$ cat src/rtl/sd_bus_pkg.sv
// Shared encodings for the SD-card SPI bus arbiter and its winner picker.
package sd_bus_pkg;

   localparam logic [1:0] sIDLE  = 2'd0;
   localparam logic [1:0] sGRANT = 2'd1;
   localparam logic [1:0] sGAP   = 2'd2;

   localparam logic [1:0] REQ_INIT  = 2'd0;
   localparam logic [1:0] REQ_READ  = 2'd1;
   localparam logic [1:0] REQ_WRITE = 2'd2;

   localparam logic [1:0] OWNER_NONE = 2'd3;

   function automatic logic [2:0] idx_to_onehot(input logic [1:0] idx);
      logic [2:0] oh;
      oh = 3'b000;
      case (idx)
         REQ_INIT:  oh = 3'b001;
         REQ_READ:  oh = 3'b010;
         REQ_WRITE: oh = 3'b100;
         default:   oh = 3'b000;
      endcase
      return oh;
   endfunction

endpackage

$ cat src/rtl/sd_rr_picker.sv
// Winner select: initializer has absolute priority, reader/writer alternate on a tie.
// Latency: purely combinational.
// Backpressure: none; locked-out requesters are simply ineligible.
module sd_rr_picker
   import sd_bus_pkg::*;
(
   input  logic [2:0] req,
   input  logic [2:0] lockout,
   input  logic [1:0] rr_last,
   output logic       win_vld,
   output logic [1:0] win_idx
);

   logic [2:0] elig;

   assign elig = req & ~lockout;

   always_comb begin
      win_vld = |elig;
      win_idx = OWNER_NONE;
      if (elig[0])
         win_idx = REQ_INIT;
      else if (elig[1] && elig[2])
         win_idx = (rr_last == REQ_READ) ? REQ_WRITE : REQ_READ;
      else if (elig[1])
         win_idx = REQ_READ;
      else if (elig[2])
         win_idx = REQ_WRITE;
   end

endmodule

$ cat src/rtl/sd_spi_arbiter.sv
// Shares the SD-card SPI CS/MOSI between initializer, reader and writer, one owner at a time.
// Latency: grant registered one edge after a request is seen in IDLE; CS/MOSI follow the owner combinationally.
// Backpressure: non-owners wait; owner keeps the bus until it drops req or the hold timer expires.
module sd_spi_arbiter
   import sd_bus_pkg::*;
#(
   parameter int GAP_CYCLES = 8,
   parameter int TIMEOUT_W  = 20
)
(
   input  logic       clock,
   input  logic       reset,
   input  logic [2:0] req,
   input  logic [2:0] req_mosi,
   input  logic [2:0] req_cs,
   output logic [2:0] grant,
   output logic [1:0] owner,
   output logic       CS,
   output logic       MOSI,
   output logic       busy,
   output logic       timeout_err,
   output logic [1:0] err_owner
);

   localparam int GAP_W = (GAP_CYCLES > 1) ? $clog2(GAP_CYCLES) : 1;
   localparam logic [GAP_W-1:0] GAP_LOAD = GAP_W'((GAP_CYCLES > 0) ? GAP_CYCLES - 1 : 0);
   // The edge that would carry the hold counter to all-ones is the timeout edge.
   localparam logic [TIMEOUT_W-1:0] HOLD_LAST = {TIMEOUT_W{1'b1}} - 1'b1;

   logic [1:0]           state, state_nx;
   logic [TIMEOUT_W-1:0] hold_cnt, hold_cnt_nx;
   logic [GAP_W-1:0]     gap_cnt, gap_cnt_nx;
   logic [2:0]           grant_nx;
   logic [1:0]           owner_nx;
   logic [1:0]           rr_last, rr_last_nx;
   logic [2:0]           lockout, lockout_nx, lock_set;
   logic                 terr_nx;
   logic [1:0]           err_owner_nx;

   logic                 win_vld;
   logic [1:0]           win_idx;
   logic                 own_req;
   logic                 own_cs;
   logic                 own_mosi;

   sd_rr_picker u_picker (
      .req     (req),
      .lockout (lockout),
      .rr_last (rr_last),
      .win_vld (win_vld),
      .win_idx (win_idx)
   );

   // grant is one-hot while owned, so masking selects the owner's lines without an index.
   assign own_req  = |(req & grant);
   assign own_cs   = |(req_cs & grant);
   assign own_mosi = |(req_mosi & grant);

   assign CS   = (state == sGRANT) ? own_cs   : 1'b1;
   assign MOSI = (state == sGRANT) ? own_mosi : 1'b1;
   assign busy = (state != sIDLE);

   always_comb begin
      state_nx     = state;
      hold_cnt_nx  = hold_cnt;
      gap_cnt_nx   = gap_cnt;
      grant_nx     = grant;
      owner_nx     = owner;
      rr_last_nx   = rr_last;
      terr_nx      = timeout_err;
      err_owner_nx = err_owner;
      lock_set     = 3'b000;

      case (state)
         sIDLE: begin
            if (win_vld) begin
               state_nx    = sGRANT;
               grant_nx    = idx_to_onehot(win_idx);
               owner_nx    = win_idx;
               hold_cnt_nx = '0;
               if (win_idx != REQ_INIT)
                  rr_last_nx = win_idx;
            end
         end

         sGRANT: begin
            if (!own_req || (hold_cnt == HOLD_LAST)) begin
               // A release landing on the timeout edge counts as a clean release.
               if (own_req) begin
                  terr_nx      = 1'b1;
                  err_owner_nx = owner;
                  lock_set     = grant;
               end
               grant_nx = 3'b000;
               owner_nx = OWNER_NONE;
               if (GAP_CYCLES == 0) begin
                  state_nx = sIDLE;
               end else begin
                  state_nx   = sGAP;
                  gap_cnt_nx = GAP_LOAD;
               end
            end
            if (hold_cnt != {TIMEOUT_W{1'b1}})
               hold_cnt_nx = hold_cnt + 1'b1;
         end

         sGAP: begin
            if (gap_cnt == '0)
               state_nx = sIDLE;
            else
               gap_cnt_nx = gap_cnt - 1'b1;
         end

         default: begin
            state_nx = sIDLE;
            grant_nx = 3'b000;
            owner_nx = OWNER_NONE;
         end
      endcase

      lockout_nx = (lockout | lock_set) & req;
   end

   always_ff @(posedge clock or negedge reset) begin
      if (!reset) begin
         state       <= sIDLE;
         hold_cnt    <= '0;
         gap_cnt     <= '0;
         grant       <= 3'b000;
         owner       <= OWNER_NONE;
         rr_last     <= REQ_WRITE;
         lockout     <= 3'b000;
         timeout_err <= 1'b0;
         err_owner   <= 2'd0;
      end else begin
         state       <= state_nx;
         hold_cnt    <= hold_cnt_nx;
         gap_cnt     <= gap_cnt_nx;
         grant       <= grant_nx;
         owner       <= owner_nx;
         rr_last     <= rr_last_nx;
         lockout     <= lockout_nx;
         timeout_err <= terr_nx;
         err_owner   <= err_owner_nx;
      end
   end

endmodule

$ cat config.mk
export PLATFORM = sky130hd
export DESIGN_NAME = sd_spi_arbiter
export DESIGN_NICKNAME = d
export VERILOG_FILES = /design/src/rtl/sd_bus_pkg.sv /design/src/rtl/sd_rr_picker.sv /design/src/rtl/sd_spi_arbiter.sv
export SDC_FILE = /design/constraint.sdc
export NUM_CORES = 1
export LEC_CHECK = 0
export ABC_AREA = 1
export CAP_MARGIN = 20
export CORE_MARGIN = 2
export CORE_UTILIZATION = 45
export CTS_CLUSTER_DIAMETER = 40
export CTS_CLUSTER_SIZE = 30
export DETAILED_ROUTE_END_ITERATION = 6
export MAX_ROUTING_LAYER = met4
export PLACE_DENSITY = 0.68
export RECOVER_POWER = 50
export SKIP_LAST_GASP = 1
export SLEW_MARGIN = 10
export SYNTH_ARGS = -nofsm -noshare
export SYNTH_HDL_FRONTEND = slang
export SYNTH_SLANG_ARGS = --single-unit
$ cat constraint.sdc
create_clock -name clock -period 4.03 [get_ports clock]
set_input_delay 0.806 -clock clock [delete_from_list [all_inputs] [get_ports clock]]
set_output_delay 0.806 -clock clock [all_outputs]
set_load 0.1 [all_outputs]
=== Yosys cells after proc, flatten, opt, wreduce, memory -nomap -nowiden ===
Cells that the tools add are included.

* Bitwise logic cells: 8
* Reductions and logical operators: 20
* Equal/unequal tests: 12
* Multiplexer cells: 27
* Add/subtract/negate cells: 2

{| class="wikitable"
|+ Operator list
! cell !! count
|-
| $mux 20 || 2
|-
| $pmux 20 s2 || 1
|-
| $mux 3 || 7
|-
| $add 20x1->20 const B || 1
|-
| $eq 20x20->1 const B || 1
|-
| $ne 20x20->1 const B || 1
|-
| $mux 2 || 9
|-
| $pmux 3 s3 || 2
|-
| $reduce_and 3->1 || 6
|-
| $and 3x3->3 || 5
|-
| $pmux 2 s3 || 2
|-
| $reduce_or 3->1 || 4
|-
| $reduce_bool 2->1 || 4
|-
| $eq 2x1->1 const B || 3
|-
| $ne 2x1->1 const B || 3
|-
| $pmux 3 s2 || 1
|-
| $eq 2x2->1 const B || 2
|-
| $logic_not 2->1 || 2
|-
| $ne 2x2->1 const B || 2
|-
| $logic_not 3->1 || 1
|-
| $mux 1 || 3
|-
| $not 3->3 || 1
|-
| $or 3x3->3 || 1
|-
| $sub 3x1->3 const B || 1
|-
| other kinds (4) || 4
|}

* Logic and storage cells: 78
* Register bits: 38

=== Logic depth before layout (Yosys ltp) ===
* Depth after elaboration: 10
* Mapped depth: 11

=== By module ===
A second synthesis with hierarchy kept.

* Cell total of the unflattened synthesis: 315
* Area, all modules: 2,296.0 um^2

{| class="wikitable"
|+ By module, submodules not included
! module !! sequential area each (um^2) !! instances !! cells each !! area each (um^2)
|-
| sd_spi_arbiter || 954.7 || 1 || 298 || 2,205.9
|-
| sd_rr_picker || 0.0 || 1 || 17 || 90.1
|}

=== Worst setup path before layout ===
No wires, ideal clock.

* Path type: reg2out
* Start: register grant[2]
* End: output port CS
* Cell stages (with the launch flop): 3
* Arrival time: 1.833 ns
* Path buffers: 0
* Setup slack: 1.391 ns
* Cells stage by stage: dfrtp_1 > nand2_1 > nand3_1

* Cells in the longest elaborated chain, start to end: 3

{| class="wikitable"
|+ Ends and longest elaborated chain
! item !! RTL line !! RTL
|-
| from (decl) || sd_spi_arbiter.sv:16 || <nowiki>output logic [2:0] grant,</nowiki>
|-
| from (signal assigned) || sd_spi_arbiter.sv:139 || <nowiki>grant <= grant_nx;</nowiki>
|-
| $and 3x3->3 || sd_spi_arbiter.sv:56 || <nowiki>assign own_cs = |(req_cs & grant);</nowiki>
|-
| $reduce_or 3->1 || sd_spi_arbiter.sv:56 ||
|-
| $mux 1 || sd_spi_arbiter.sv:59 || <nowiki>assign CS = (state == sGRANT) ? own_cs : 1'b1;</nowiki>
|-
| to (decl) || sd_spi_arbiter.sv:18 || <nowiki>output logic CS,</nowiki>
|}

No other way between the ends.

=== Final worst setup path ===
* Start: register state[1]
* End: output port busy

* Cells in the longest elaborated chain, start to end: 1

{| class="wikitable"
|+ Ends and longest elaborated chain
! item !! RTL line !! RTL
|-
| from (decl) || sd_spi_arbiter.sv:30 || <nowiki>logic [1:0] state, state_nx;</nowiki>
|-
| from (signal assigned) || sd_spi_arbiter.sv:126 || <nowiki>state <= sIDLE;</nowiki>
|-
| from (signal assigned) || sd_spi_arbiter.sv:136 || <nowiki>state <= state_nx;</nowiki>
|-
| $reduce_bool 2->1 || sd_spi_arbiter.sv:61 || <nowiki>assign busy = (state != sIDLE);</nowiki>
|-
| to (decl) || sd_spi_arbiter.sv:20 || <nowiki>output logic busy,</nowiki>
|}

No other way between the ends.

==> metrics.md <==
| Metric | Value |
|---|---|
| Setup WS pre-CTS | `1.53 ns` |
| Gpl congestion | `roughly 0.9` |
| Clock skew | `0.00479 ns` |
| Area Overhead vs Synth | `15.7%` |
| Reg power frac | `between 30% and 40%` |
| CTS sink count | `38` |
| Top-count cell post-synth | `nand2_1` |
| Total power | `1.50 mW` |
| Port Buffers | `21` |
| Worst-path clk slew | `approximately 0.070 ns` |
| Worst slew pin tran | `around 2 ns` |
| Slew HR | `-35.3%` |
| Vias per cell | `4.79` |
| Worst setup EP type | `output pin` |
| Synth cell types | `27` |
| Power per cell area | `roughly 580 mW/mm2` |
| CTS H-tree depth | `2` |
| Fmax | `359 MHz` |
| FILL cells | `480` |
| Combinational share of power | `47.3%` |
| Pin count of the biggest net entering global routing | `39` |
| Crit-path max FO | `5` |
| Most common library cells after synthesis | `nand2_1, dfrtp_1, inv_1, nand3_1, nor2_1` |
| Clk_lat worst skew | `0.29 ns` |
| Grt total ovfl | `0` |
| Hold Path Class | `register to register` |
| Leak | `1.25 nW` |
| Max IR drop VDD | `0.549 mV` |
| Post-CTS resize count | `0` |
| Worst setup margin | `~1.2 ns` |
| Die ar. | `0.00557 mm2` |
| Row cnt | `25` |
| Final wirelength | `4760 um` |
| Mean Syn Cell Area | `6.95 um2` |
| Switch share | `48.7%` |
| First-pass GRT wire length | `8510 um` |
| RSZ-0062 raised after global routing | `false` |
| Status | `complete, but fails checks` |
| Syn. warnings | `0` |
| # diodes | `0` |
| Internal | `768 uW` |
| Seq/Total Area, Yosys | `42.5%` |
| Syn Nets | `roughly 340` |
| Clock power frac | `18.2%` |
| Yosys top cell area share | `39.0%` |
| Worst Setup Path Type | `register to output pin` |
| CTS tree | `done` |
| Fin cells | `417` |
| Drt pass-1 iters | `4` |
| Via count | `around 2000` |
| Final TNS setup | `0 ns` |
| Yosys top cell by area | `dfrtp_1` |
| Post-route cell area | `roughly 0.0026 mm2` |
| # IOs | `22` |
| Max-cap viol count | `1` |
| Placed wire-length estimate | `approximately 3400 um` |
| Final Cycle Share | `69.0%` |
| Required time of the critical path | `3.22 ns` |
| Die span in x | `74.6 um` |
| Initial antenna violation count | `0` |
| Slew Viols, Final | `39` |
| Synth Flop Type | `dfrtp_1` |
| Number of global-route vias before repair | `1913` |
| Startpoint types | `register` |
| Initial core utilization | `47.2%` |
| Placed cells | `about 400` |
| CTS Hold Buffers Added | `0` |
| Final #Nets | `364` |
| Arrival time worst endpoint | `1.98 ns` |
| Ratio of cells with drive above 1 in the final layout | `8.00%` |
| Core area | `approximately 0.0048 mm2` |
| Setup Viol. Count Final | `0` |
| Failing checks | `capacitance limit, slew limit` |
| Routed Antenna Nets | `0` |
| Placed cell area | `0.00251 mm2` |
| DRT iter0 DRCs | `93` |
| DRC Markers | `0` |
| Finished Core Util | `between 50% and 60%` |
| Die height | `74.6 um` |
| FF+latch count, synth | `38` |
| Number of synthesized flops with an enable pin | `0` |
| Crit path time final | `2.78 ns` |
| Synth Cell Area | `0.00225 mm2` |
| Wirelength per Cell | `11.4 um` |
| Root buf cell | `clkbuf_8` |
| FFs w/ async S/R, synth | `100%` |
| Sw power | `~730 uW` |
| Setup Fix Bufs, Post-CTS | `0` |
| Gr usage total | `20.8%` |
| Hold Slack | `between 0.4 and 0.5 ns` |
| Maximum clock path buffer count | `2` |
| Synthesized instance count | `about 320` |
| Synth area leaders | `dfrtp_1, nand2_1, nand3_1, inv_1, nor2_1` |
| Fin. Hold Viols | `0` |
| CTS Buf Count | `5` |
==> final cells by class <==
class                      instances  area [um2]  share of cell area, %
clock inverter                     1        5.00                  0.193
multi-input combinational        246        1130                   43.4
sequential                        38         955                   36.7
clock buffer                       7        86.3                   3.32
inverter                          36         135                   5.20
tap                               67        83.8                   3.23
timing repair buffer              22         206                   7.94
==> per-layer routing <==
metal	vias to the layer above	track usage, %	routed length, um	part of all wire [%]
li1	1062	-	-	-
met1	899	25.8	2290	48
met2	31	33.1	2220	47
met3	7	5.35	188	3.9
met4	0	7.34	65	1.4
met5	-	-	0	0
==> worst max-delay path, stage by stage (launching register included) <==
cell and delay [ns]:
dfrtp_1 0.40, nor2_2 0.09, inv_2 0.07, clkdlybuf4s50_1 1.13
==> placed cells by master, fill, tap and decap left out, drive strengths merged, types with 4 or more instances in the layout <==
master / count
nand2: 135
inv: 36
dfrtp: 35
nor2: 35
nand3: 33
clkdlybuf4s50: 17
o21ai: 13
clkbuf: 8
or2: 5
and2: 4
ha: 4
==> final timing paths <==
| kind | startpoint | endpoint | slack, ns | cells after the start |
|---|---|---|---|---|
| setup / recovery | state[1] | busy | 1.25 | 3 |
| hold / removal | gap_cnt[1] | gap_cnt[1] | 0.47 | 2 |
| setup reg to reg | hold_cnt[0] | grant[0] | 2.25 | 11 |
| hold reg to reg | gap_cnt[1] | gap_cnt[1] | 0.47 | 2 |
| max in group asynchronous | reset | hold_cnt[18] | 1.78 | 1 |
| min in group asynchronous | reset | hold_cnt[1] | 1.08 | 1 |
==> flip-flops by register name, summed over array words and instances, names as in the netlist, 2 cells and up <==
| signal | flops |
|---|---|
| err_owner | 2 |
| gap_cnt | 3 |
| grant | 3 |
| hold_cnt | 20 |
| lockout | 3 |
| owner | 2 |
| rr_last | 2 |
| state | 2 |
==> power groups by stage <==
stage	clock [mW]	sequential, mW	combinational, mW
after floorplan	0	0.662	0.416
after global placement	0	0.521	0.709
after detailed placement	0	0.524	0.714
after CTS	0.283	0.517	0.718
after global routing	0.304	0.527	0.781
final	0.273	0.517	0.707
==> kinds of logic after synthesis <==
| family | count (synthesis) | synth area share, % |
|---|---|---|
| compound gates | 21 | 5.12 |
| xor+xnor | 3 | 1.17 |
| fa+ha+maj | 4 | 2.23 |
| buf+inv | 39 | 7.19 |
| flops | 38 | 42.5 |
| simple gates | 218 | 41.8 |
Note: power is estimated with default switching activity, not from simulation.
==> edit 1: new RTL, config.mk and constraints unchanged <==
The parameter `TIMEOUT_W` goes from 20 to 30.
--- a/src/rtl/sd_spi_arbiter.sv
+++ b/src/rtl/sd_spi_arbiter.sv
@@ -6,5 +6,5 @@
 #(
    parameter int GAP_CYCLES = 8,
-   parameter int TIMEOUT_W  = 20
+   parameter int TIMEOUT_W  = 30
 )
 (
Formal check against the unedited RTL: same outputs for any inputs over 10 cycles, from zero or initial values and one cycle with reset low; that may be too few to reach the edited logic, so the function may still have changed.
==> edit 1 against the original RTL <==
The flow still finishes with violations (max-capacitance violations, max-slew violations); worst setup slack worse by 110 ps; design area is 28% higher; routed wire length increased by 37%; cell count rose by 32%; critical path type unchanged; clock power up 9.5%; synthesized area rose by 33%; sequential power is 19% higher; largest cell class unchanged; sequential cell count is 10 higher; power rose by 13%; combinational power increased by 10%.
==> edit 1: results (changes against the original RTL) <==
status=complete, but fails checks (unchanged); failing checks=max-capacitance violations, max-slew violations (unchanged); Worst path max stage delay=990 ps (was 1130 ps); # placed instances=542 (was 409); Hold Path End=rr_last[1] (was gap_cnt[1]); global-route wire length before repair=11900 um (was 8510 um); WP data arrival=2090 ps (was 1980 ps); Reg2Reg Setup Slack=2030 ps (was 2250 ps); DRT iter0 DRCs=105 (was 93); register area share after synthesis=40.3% (was 42.5%); WL met2=3100 um (was 2220 um); VDD IR-drop max=0.488 mV (was 0.549 mV); Gate power share=46.1% (was 47.3%); register area=0.00120 mm2 (was 955 um2); clock network power=0.299 mW (was 0.273 mW); via/cell ratio=4.86 (was 4.79); met2 Resource Use GR=34.4% (was 33.1%); R2R depth=9 (was 11); Post-Syn Nets=462 (was 338); Layout Cells excl Fill=550 (was 417); switching portion of total power=47.7% (was 48.7%); Slew Limit Fails=38 (was 39); fin crit period=2890 ps (was 2780 ps); Hold WS=461 ps (was 470 ps); Pint=0.885 mW (was 0.768 mW); largest net degree at the start of global routing=38 (was 39); dpl hpwl=4820 um (was 3440 um); min-delay src=rr_last[1] (was gap_cnt[1]); Reg-to-Reg Start=hold_cnt[1] (was hold_cnt[0]); fillcell total=643 (was 480); Max-cap violations=1 (unchanged); ranking of synthesized cells by area=dfrtp_1, nand2_1, nor2_1 (was dfrtp_1, nand2_1, nand3_1); Static Leak=1.64 nW (was 1.25 nW)
-- edit 1: cell types whose count changed after synthesis, sizes merged, moves of 3 or more --
cell	change
and2	-3
o21ai	-5
nand2	+83
dfrtp	+10
xor2	+3
nor2	+26
nand4	-3
o21bai	-3
inv	+3
nand3b	+6
-- edit 1: kinds of logic after synthesis --
| logic type | count (synthesis) | share of synthesized area, % |
|---|---|---|
| xor+xnor | 7 | 2.05 |
| fa+ha+maj | 4 | 1.67 |
| compound gates | 14 | 2.64 |
| buf+inv | 44 | 6.53 |
| simple gates | 330 | 46.8 |
| flops | 48 | 40.3 |
-- edit 1: area by class of cell --
| type | instances | area share, % |
|---|---|---|
| Multi-Input combinational cell | 355 | 47.5 |
| Inverter | 39 | 4.40 |
| Clock buffer | 8 | 2.70 |
| Timing Repair Buffer | 23 | 6.31 |
| Sequential cell | 48 | 36.2 |
| Tap cell | 77 | 2.89 |
==> edit 2: new RTL, same flow settings <==
Made on the original files. Put one more register stage on the output `err_owner`, without a reset. The value now appears one clock later. The other outputs are not delayed to match.
--- a/src/rtl/sd_spi_arbiter.sv
+++ b/src/rtl/sd_spi_arbiter.sv
@@ -27,4 +27,6 @@
    // The edge that would carry the hold counter to all-ones is the timeout edge.
    localparam logic [TIMEOUT_W-1:0] HOLD_LAST = {TIMEOUT_W{1'b1}} - 1'b1;
+
+   logic [1:0] err_owner_s0;
 
    logic [1:0]           state, state_nx;
@@ -69,5 +71,5 @@
       rr_last_nx   = rr_last;
       terr_nx      = timeout_err;
-      err_owner_nx = err_owner;
+      err_owner_nx = err_owner_s0;
       lock_set     = 3'b000;
 
@@ -132,5 +134,5 @@
          lockout     <= 3'b000;
          timeout_err <= 1'b0;
-         err_owner   <= 2'd0;
+         err_owner_s0 <= 2'd0;
       end else begin
          state       <= state_nx;
@@ -142,6 +144,10 @@
          lockout     <= lockout_nx;
          timeout_err <= terr_nx;
-         err_owner   <= err_owner_nx;
+         err_owner_s0 <= err_owner_nx;
       end
+   end
+
+   always_ff @(posedge clock) begin
+      err_owner <= err_owner_s0;
    end
 
Function: same outputs for any inputs over 10 cycles, from zero or initial values and one cycle with reset low; that may be too few to reach the edited logic, so the function may still have changed.
==> edit 2 against the original RTL <==
The run still ends with max-capacitance violations, max-slew violations left; sequential cell count grew 2; worst setup slack worse by 130 ps; largest power group unchanged; power rose by 4.7%; design area increased by 0.63%; synthesized area increased by 0.50%; synthesized cell count shrank 2.8%; routed wire length increased by 3.2%; count of clock-buffer cells in the layout down 1.
==> edit 2: results (changes against the original RTL) <==
status=complete, but fails checks (unchanged); failing checks=max-capacitance violations, max-slew violations (unchanged); max reg flops=20 (unchanged); met2 Resource Use GR=29.0% (was 33.1%); share of layout cells above drive strength 1=8.21% (was 8.00%); Slew Limit Fails=39 (unchanged); GR Util met1=28.3% (was 25.8%); wire length per cell=12.0 um (was 11.4 um); global-route wire length before repair=8330 um (was 8510 um); Hold Path End=err_owner[0] (was gap_cnt[1]); clock insertion delay at the later pin of the skew report=290 ps (about the same); worst-margin pin slew=2030 ps (about the same); Slowest cell on crit path=clkdlybuf4s50_1 (unchanged); Nets=355 (was 364); prevailing post-synth register cell=dfrtp_1 (unchanged); vias in the first global route=1772 (was 1913); YS warnings=0 (unchanged); register area share after synthesis=44.1% (was 42.5%); VDD IR-drop max=0.364 mV (was 0.549 mV); dpl hpwl=3650 um (was 3440 um); min-delay src=err_owner_s0[0] (was gap_cnt[1]); Reg-to-Reg Start=hold_cnt[0] (unchanged); Async SR Flop Fraction=95.0% (was 100%); WP data arrival=2110 ps (was 1980 ps); fillcell total=485 (was 480); Final Skew=5.30 ps (was 4.79 ps); R2R depth=10 (was 11); Pint=0.794 mW (was 0.768 mW); 1st-pass router iterations=4 (unchanged); routability cong.=0.839 (was 0.883); DRT iter0 DRCs=95 (was 93); hold path depth=0 (was 2); Commonest cells post-synth=nand2_1, dfrtp_1, inv_1 (unchanged); Diodes inserted=0 (unchanged); Post-Syn Nets=329 (was 338); Yosys cell types=24 (was 27); Worst path max stage delay=980 ps (was 1130 ps); Reg2Reg Setup Slack=2150 ps (was 2250 ps); Max-cap violations=1 (unchanged); Static Leak=1.23 nW (was 1.25 nW); port bufs=21 (unchanged); Placed Area=0.00252 mm2 (was 0.00251 mm2); via/cell ratio=4.89 (was 4.79); Worst R2R End=hold_cnt[5] (was grant[0]); ranking of synthesized cells by area=dfrtp_1, nand2_1, nand3_1 (unchanged); GRT Overall Usage=20.0% (was 20.8%); met3 GRT Util=4.28% (was 5.35%); Hold WS=377 ps (was 470 ps)
edit 2: cell count changes after synthesis, sizes merged, moves of 2 or more:
cell / before / now
and2: 4 / 1
dfxtp: 0 / 2
inv: 36 / 33
nand2: 135 / 131
nand3: 33 / 30
nor2: 35 / 32
o21ai: 13 / 17
o21bai: 3 / 5
o22ai: 2 / 0
xor2: 3 / 5
edit 2: routing by layer:
| layer | up-vias | wire, um |
|---|---|---|
| met1 | 928 | 2490 |
| li1 | 1037 | - |
| met2 | 26 | 2250 |
| met5 | - | 0 |
| met3 | 4 | 123 |
| met4 | 0 | 53 |
edit 2: logic make-up after synthesis:
kind of cell             after synthesis  share of synthesized area [%]
XOR/XNOR                               5                           1.94
flip-flops                            40                           44.1
AO/OA/AOI/OAI                         26                           6.65
adder cells (fa/ha/maj)                4                           2.22
AND/OR/NAND/NOR                      203                           38.4
buffers and inverters                 36                           6.71
edit 2: area by class of cell:
| type | count | area [um2] | share of cell area [%] |
|---|---|---|---|
| inverter | 33 | 124 | 4.74 |
| multi-input combinational | 238 | 1110 | 42.4 |
| sequential | 40 | 995 | 38.0 |
| tap | 67 | 83.8 | 3.21 |
| timing repair buffer | 22 | 206 | 7.89 |
| clock inverter | 2 | 15.0 | 0.574 |
| clock buffer | 6 | 82.6 | 3.16 |
edit 2: worst max-delay path: cells and delay by family (launching register included):
family | cells | cell delay (ps)
buffers and inverters | 2 | 1090
and+or+nand+nor | 1 | 300
DFF | 1 | 420
edit 2: power groups by stage:
stage | sequential (mW) | combinational (mW) | clock (mW)
floorplan | 0.696 | 0.425 | 0
global placement | 0.543 | 0.735 | 0
detailed placement | 0.548 | 0.739 | 0
CTS | 0.539 | 0.741 | 0.297
global route | 0.551 | 0.810 | 0.316
finish | 0.541 | 0.736 | 0.291
edit 2: worst max-delay path by stage:
stage                  start   end  slack [ps]
floorplan           grant[2]    CS        1390
global placement    state[1]  busy        1520
detailed placement  state[1]  busy        1460
CTS                 state[1]  busy        1120
global route        state[1]  busy        1010
finish              state[1]  busy        1120
edit 2: stage by stage:
stage	util (%)	setup WS (ps)	total power [mW]	cells
6_report	54.6	1120	1.57	408
4_1_cts	54.7	1120	1.58	408
3_5_place_dp	52.7	1460	1.29	400
5_1_grt	54.6	1010	1.68	408
2_1_floorplan	-	1390	1.12	314
3_3_place_gp	52.7	1520	1.28	400
